--- config.mk ---
export PLATFORM = sky130hd
export DESIGN_NAME = rpn_lan_msg_router
export DESIGN_NICKNAME = d
export VERILOG_FILES = /design/src/rtl/rpn_lan_msg_router.sv
export SDC_FILE = /design/constraint.sdc
export NUM_CORES = 2
export LEC_CHECK = 0
export ABC_AREA = 1
export BUFFER_PORTS_ARGS = -buffer_cell sky130_fd_sc_hd__clkbuf_2
export CAP_MARGIN = 10
export CORE_AREA = 2 2 496 498
export DETAILED_ROUTE_END_ITERATION = 7
export DIE_AREA = 0 0 498 500
export SYNTH_ARGS = -nofsm -noshare
export SYNTH_HDL_FRONTEND = slang
export SYNTH_SLANG_ARGS = --single-unit
--- constraint.sdc ---
create_clock -name i_clk -period 53.6 [get_ports i_clk]
set_clock_uncertainty 0.15 [all_clocks]
set_input_delay 5.36 -clock i_clk [delete_from_list [all_inputs] [get_ports i_clk]]
set_output_delay 5.36 -clock i_clk [all_outputs]
set_load 0.1 [all_outputs]
--- src/rtl/rpn_lan_msg_router.sv ---
// Packet-aware AXIS demultiplexer for the RPN LAN receive path.
// The message type on each header beat selects an output channel. That
// route stays locked until tlast. Outputs are registered through a
// main/skid buffer pair. Packets that match no route are discarded and
// counted.
module rpn_lan_msg_router #(
  parameter int AXIS_DATA_WIDTH  = 512,
  parameter int AXIS_KEEP_WIDTH  = AXIS_DATA_WIDTH / 8,
  parameter int AXIS_TDEST_WIDTH = 16,
  parameter int AXIS_TUSER_WIDTH = 16,
  parameter int NUM_OUTPUTS      = 3,
  parameter int MSG_TYPE_WIDTH   = 8,
  parameter int MSG_TYPE_LSB     = 0,
  parameter logic [NUM_OUTPUTS*MSG_TYPE_WIDTH-1:0] ROUTE_MATCH = {8'h03, 8'h01, 8'h00},
  parameter logic [NUM_OUTPUTS*MSG_TYPE_WIDTH-1:0] ROUTE_MASK  = {8'hFF, 8'hFF, 8'h01},
  parameter int DROP_CNT_WIDTH   = 16
) (
  input  logic                        i_clk,
  input  logic                        i_ap_rst_n,

  input  logic                        s_axis_tvalid,
  output logic                        s_axis_tready,
  input  logic [AXIS_DATA_WIDTH-1:0]  s_axis_tdata,
  input  logic [AXIS_KEEP_WIDTH-1:0]  s_axis_tkeep,
  input  logic [AXIS_TDEST_WIDTH-1:0] s_axis_tid,
  input  logic [AXIS_TDEST_WIDTH-1:0] s_axis_tdest,
  input  logic [AXIS_TUSER_WIDTH-1:0] s_axis_tuser,
  input  logic                        s_axis_tlast,

  output logic [NUM_OUTPUTS-1:0]      m_axis_tvalid,
  input  logic [NUM_OUTPUTS-1:0]      m_axis_tready,
  output logic [AXIS_DATA_WIDTH-1:0]  m_axis_tdata,
  output logic [AXIS_KEEP_WIDTH-1:0]  m_axis_tkeep,
  output logic [AXIS_TDEST_WIDTH-1:0] m_axis_tid,
  output logic [AXIS_TDEST_WIDTH-1:0] m_axis_tdest,
  output logic [AXIS_TUSER_WIDTH-1:0] m_axis_tuser,
  output logic                        m_axis_tlast,

  output logic [DROP_CNT_WIDTH-1:0]   o_drop_count,
  output logic                        o_drop_pulse
);

  localparam int SEL_W = (NUM_OUTPUTS > 1) ? $clog2(NUM_OUTPUTS) : 1;
  localparam int PAY_W = AXIS_DATA_WIDTH + AXIS_KEEP_WIDTH + 2 * AXIS_TDEST_WIDTH
                         + AXIS_TUSER_WIDTH + 1;

  typedef enum logic [1:0] {
    ST_HEADER  = 2'd0,
    ST_FORWARD = 2'd1,
    ST_DROP    = 2'd2
  } state_t;

  state_t                    state_q;
  logic [SEL_W-1:0]          routeSel_q;
  logic [DROP_CNT_WIDTH-1:0] dropCount_q;
  logic                      dropPulse_q;

  logic                      mainValid_q, mainValid_d;
  logic [PAY_W-1:0]          mainPayload_q, mainPayload_d;
  logic [SEL_W-1:0]          mainSel_q, mainSel_d;
  logic                      skidValid_q, skidValid_d;
  logic [PAY_W-1:0]          skidPayload_q, skidPayload_d;
  logic [SEL_W-1:0]          skidSel_q, skidSel_d;
  logic                      inReady_q;

  logic [MSG_TYPE_WIDTH-1:0] msgType;
  logic                      hdrMatch;
  logic [SEL_W-1:0]          hdrSel;
  logic [SEL_W-1:0]          enqSel;
  logic [PAY_W-1:0]          inPayload;
  logic                      inAccept;
  logic                      enqueue;
  logic                      pop;
  logic                      dropLast;

  // Decode the type field of the current beat; the loop runs downwards so the lowest matching channel wins
  always_comb begin
    msgType  = s_axis_tdata[MSG_TYPE_LSB +: MSG_TYPE_WIDTH];
    hdrMatch = 1'b0;
    hdrSel   = '0;
    for (int i = NUM_OUTPUTS - 1; i >= 0; i--) begin
      if ((msgType & ROUTE_MASK[i*MSG_TYPE_WIDTH +: MSG_TYPE_WIDTH]) ==
          (ROUTE_MATCH[i*MSG_TYPE_WIDTH +: MSG_TYPE_WIDTH] &
           ROUTE_MASK[i*MSG_TYPE_WIDTH +: MSG_TYPE_WIDTH])) begin
        hdrMatch = 1'b1;
        hdrSel   = SEL_W'(i);
      end
    end
  end

  // A dropped packet never waits on the outputs, so DROP overrides the buffer-space ready
  assign s_axis_tready = (state_q == ST_DROP) || inReady_q;
  assign inAccept      = s_axis_tvalid && s_axis_tready;
  assign inPayload     = {s_axis_tdata, s_axis_tkeep, s_axis_tid, s_axis_tdest,
                          s_axis_tuser, s_axis_tlast};
  assign enqueue       = inAccept && ((state_q == ST_FORWARD) ||
                                      (state_q == ST_HEADER && hdrMatch));
  assign enqSel        = (state_q == ST_HEADER) ? hdrSel : routeSel_q;
  assign dropLast      = inAccept && s_axis_tlast &&
                         ((state_q == ST_DROP) || (state_q == ST_HEADER && !hdrMatch));
  assign pop           = mainValid_q && m_axis_tready[mainSel_q];

  // Packet FSM: locks the route on the header, tracks drops and keeps the saturating drop counter
  always_ff @(posedge i_clk) begin
    if (!i_ap_rst_n) begin
      state_q     <= ST_HEADER;
      routeSel_q  <= '0;
      dropCount_q <= '0;
      dropPulse_q <= 1'b0;
    end else begin
      dropPulse_q <= dropLast;
      if (dropLast && (dropCount_q != {DROP_CNT_WIDTH{1'b1}})) begin
        dropCount_q <= dropCount_q + DROP_CNT_WIDTH'(1);
      end
      if (inAccept) begin
        unique case (state_q)
          ST_HEADER: begin
            if (hdrMatch) begin
              routeSel_q <= hdrSel;
              state_q    <= s_axis_tlast ? ST_HEADER : ST_FORWARD;
            end else begin
              state_q    <= s_axis_tlast ? ST_HEADER : ST_DROP;
            end
          end
          ST_FORWARD: if (s_axis_tlast) state_q <= ST_HEADER;
          ST_DROP:    if (s_axis_tlast) state_q <= ST_HEADER;
          default:    state_q <= ST_HEADER;
        endcase
      end
    end
  end

  // Main/skid buffer next state. The skid register only fills when the main register is held by a stalled consumer.
  always_comb begin
    mainValid_d   = mainValid_q;
    mainPayload_d = mainPayload_q;
    mainSel_d     = mainSel_q;
    skidValid_d   = skidValid_q;
    skidPayload_d = skidPayload_q;
    skidSel_d     = skidSel_q;
    if (enqueue) begin
      if (!mainValid_q || pop) begin
        mainValid_d   = 1'b1;
        mainPayload_d = inPayload;
        mainSel_d     = enqSel;
      end else begin
        skidValid_d   = 1'b1;
        skidPayload_d = inPayload;
        skidSel_d     = enqSel;
      end
    end else if (pop) begin
      if (skidValid_q) begin
        mainPayload_d = skidPayload_q;
        mainSel_d     = skidSel_q;
        skidValid_d   = 1'b0;
      end else begin
        mainValid_d   = 1'b0;
      end
    end
  end

  // Buffer registers. Only the valid flags and input ready need reset; payload contents are don't-care while empty.
  always_ff @(posedge i_clk) begin
    mainPayload_q <= mainPayload_d;
    mainSel_q     <= mainSel_d;
    skidPayload_q <= skidPayload_d;
    skidSel_q     <= skidSel_d;
    if (!i_ap_rst_n) begin
      mainValid_q <= 1'b0;
      skidValid_q <= 1'b0;
      inReady_q   <= 1'b0;
    end else begin
      mainValid_q <= mainValid_d;
      skidValid_q <= skidValid_d;
      inReady_q   <= !skidValid_d;
    end
  end

  assign m_axis_tvalid = mainValid_q ? (NUM_OUTPUTS'(1) << mainSel_q) : '0;
  assign {m_axis_tdata, m_axis_tkeep, m_axis_tid, m_axis_tdest,
          m_axis_tuser, m_axis_tlast} = mainPayload_q;
  assign o_drop_count  = dropCount_q;
  assign o_drop_pulse  = dropPulse_q;

endmodule
==> results_dict.tcl <==
set metrics [dict create \
    status "completed" \
    yosysMostFrequentCell "nand2_1" \
    dp_hpwl_microns 154000 \
    dr.pass1.iters 5 \
    hold_viol 0 \
    wire_per_inst_microns 24.0 \
    fillers 25600 \
    io_pins 1277 \
    clkSlewWorstSetupHoldPaths_ns 0.06 \
    cp.arrival_ns 9.62 \
    path_depth 11 \
    slowest_stage "buf_4" \
    p_leak_nw 25.1 \
    cp_common_cell "buf_4" \
    die_x_microns 498 \
    clk-insertion-delay-late_ns 0.80 \
    async_reset_ff_share_pct 0 \
    grtUsageTotal_pct 15.3 \
    crit_path_max_fanout 89 \
    setup_tns_ns 0 \
    cts_tree "built" \
    crit_path_end_kind "flop" \
    fmax_ghz 0.107 \
    rrSetupSlack_ns 48.56 \
    numPortBuffers 1276 \
    post-route-min-period_ns 9.36 \
    relSlewSlack_pct 16.4 \
    rsz0062_at_grt "false" \
    synth_area_per_cell_sq_um 13.3 \
    grt_antenna_before_repair 170 \
    grt_overflow 0 \
    path_delay_family "buffers and inverters" \
    syn_nets 4156 \
    gp_congestion 0.873 \
    cts.path.max_buffers 3 \
    htree_levels 4 \
    fp.dieH_microns 500 \
    drive_above_1_share_pct 30.7 \
    dieArea_sq_um 249000 \
    initial_core_util_pct 19.2 \
    grt_pass1_wl_microns 262000 \
    crit_chain "clkbuf_2, nor2_1, nand3_1, nand2_1, nand2_1, a21oi_4, inv_8, a21oi_4, buf_4, buf_4, buf_4" \
    min_path_cells 2 \
    tightest_slew_ns 1.25 \
    utilization_pct 25.3 \
    ys.flop_type "edfxtp_1" \
    critPathLaunchType "primary input" \
    regToRegStartpoint "state_q[0]$_SDFFE_PN0P_" \
    core_area_sq_um 244000 \
    register_area_sq_um 38100 \
    layout_worst_path_cycle_share_pct 17.5 \
    cts_hold_buffers 0 \
    max_stage_delay_ns 0.86 \
    vias 32200 \
    drt_iter0_markers 2655 \
    setup_viol_count_final 0 \
    synth_edf_count 1254 \
    placedInstanceArea_sq_um 56900 \
    ys_ff_latch 1278 \
    post_cts_buffers 0 \
    root_buffer "clkbuf_16" \
    post_cts_resized 0 \
    grt_max_degree 191 \
    slew_viol_final 0 \
    path_class "in -> reg" \
    multi_input_area_sq_um 7990 \
    synth_seq_area_share_pct 81.4 \
    power_density_nw_per_um2 38.5 \
    cp.required_ns 53.86 \
    area_growth_pct 31.9 \
    synth_top_area_share_pct 80.3 \
    yosys_warnings 0 \
    grt_pass1_vias 31100 \
    yosysTopAreaCell "edfxtp_1" \
    max-cap-violations 0 \
    synthDistinctLibCells 24 \
    synthTopCellsByCount "nand2_1, edfxtp_1, buf_2" \
    fin_nets 5467 \
    cts.sinks 1278 \
    routed_wl_microns 197000 \
    hp-start "skidPayload_q[224]$_DFFE_PP_" \
    syn_area_sq_um 46900 \
    drc_errors 0 \
    viasPerCell 3.92 \
    ant_nets 0 \
    cts_buffers 145 \
    path_buf_inv 5 \
    finish.instance_area_sq_um 61800 \
    r2r_cells 10 \
    hold_slack_ns 0.341 \
    min_path_type "reg -> reg" \
    rows 182 \
    synthTopCellsByArea "edfxtp_1, nand2_1, buf_2" \
    synthCells 3521 \
    ir_drop_mv 0.0272 \
    cp-startpoint "s_axis_tdata[2]" \
]
-- path summary, 6_finish.rpt --
kind / end
worst max-delay path: mainPayload_q[378]$_DFFE_PP_
worst min-delay path: mainPayload_q[224]$_DFFE_PP_
worst max register to register: mainPayload_q[378]$_DFFE_PP_
worst min register to register: mainPayload_q[224]$_DFFE_PP_
-- stage by stage --
stage	setup WS, ns	power, mW	std cells
2_1_floorplan	15.85	1.35	3521
3_3_place_gp	43.56	1.40	7905
3_5_place_dp	43.41	1.40	7905
4_1_cts	44.28	2.42	8167
5_1_grt	43.98	2.46	8179
6_report	44.24	2.38	8217
-- cells by family after synthesis --
family                     count (synthesis)  share of synthesized area, %
buffers and inverters                    171                          1.64
and+or+nand+nor                         2035                          16.5
xor gates and xnor gates                   3                        0.0561
DFF                                     1278                          81.4
AOI/OAI and AO/OA                         30                         0.355
adders and majority gates                  4                         0.107
-- state kept, by name, indices dropped and copies added (netlist names) --
register / count
inReady_q: 1
mainPayload_q: 625
mainSel_q: 2
mainValid_q: 1
o_drop_count: 16
o_drop_pulse: 1
routeSel_q: 2
skidPayload_q: 625
skidSel_q: 2
skidValid_q: 1
state_q: 2
-- cell usage in the layout, fill, tap and decap left out, drive strengths merged, types with 7 or more instances in the layout --
cell      synthesis  final
buf              99     30
nor2             37     37
inv              28     37
nand2          1955   1955
nand3            21     21
edfxtp         1254   1254
bufinv            0     12
diode             0     50
a21oi            21     21
dfxtp            24     24
o21ai             7      7
clkinv            1     55
clkinvlp          0      9
clkbuf           43   1454
nand4            13     13
-- worst reg2reg max path: cells and delay by family (launching register included) --
family	cells	cell delay (ns)
buffers and inverters	6	2.56
DFF	1	0.33
adders and majority gates	1	0.32
AOI/OAI and AO/OA	3	1.22
-- layer usage --
layer	track usage, %	wire length (microns)
met2	23.9	89300
met5	0	781
met4	5.60	7260
met3	8.45	25100
met1	17.3	74800
-- power breakdown --
group	switching (mW)	internal (mW)	leakage, nW
Sequential	0.00817	1.12	11.6
Clock	0.431	0.574	2.29
Combinational	0.206	0.0394	11.2
-- area by class of cell --
cell class	count	share of cell area [%]
well taps	3220	6.52
multi-input cells	2072	12.9
flip-flops and latches	1278	61.7
inverters	29	0.188
clock inverters	84	1.49
diodes	50	0.202
repair buffers	1306	10.8
clock buffers	178	6.22
Note: power is estimated with default switching activity, not from simulation.
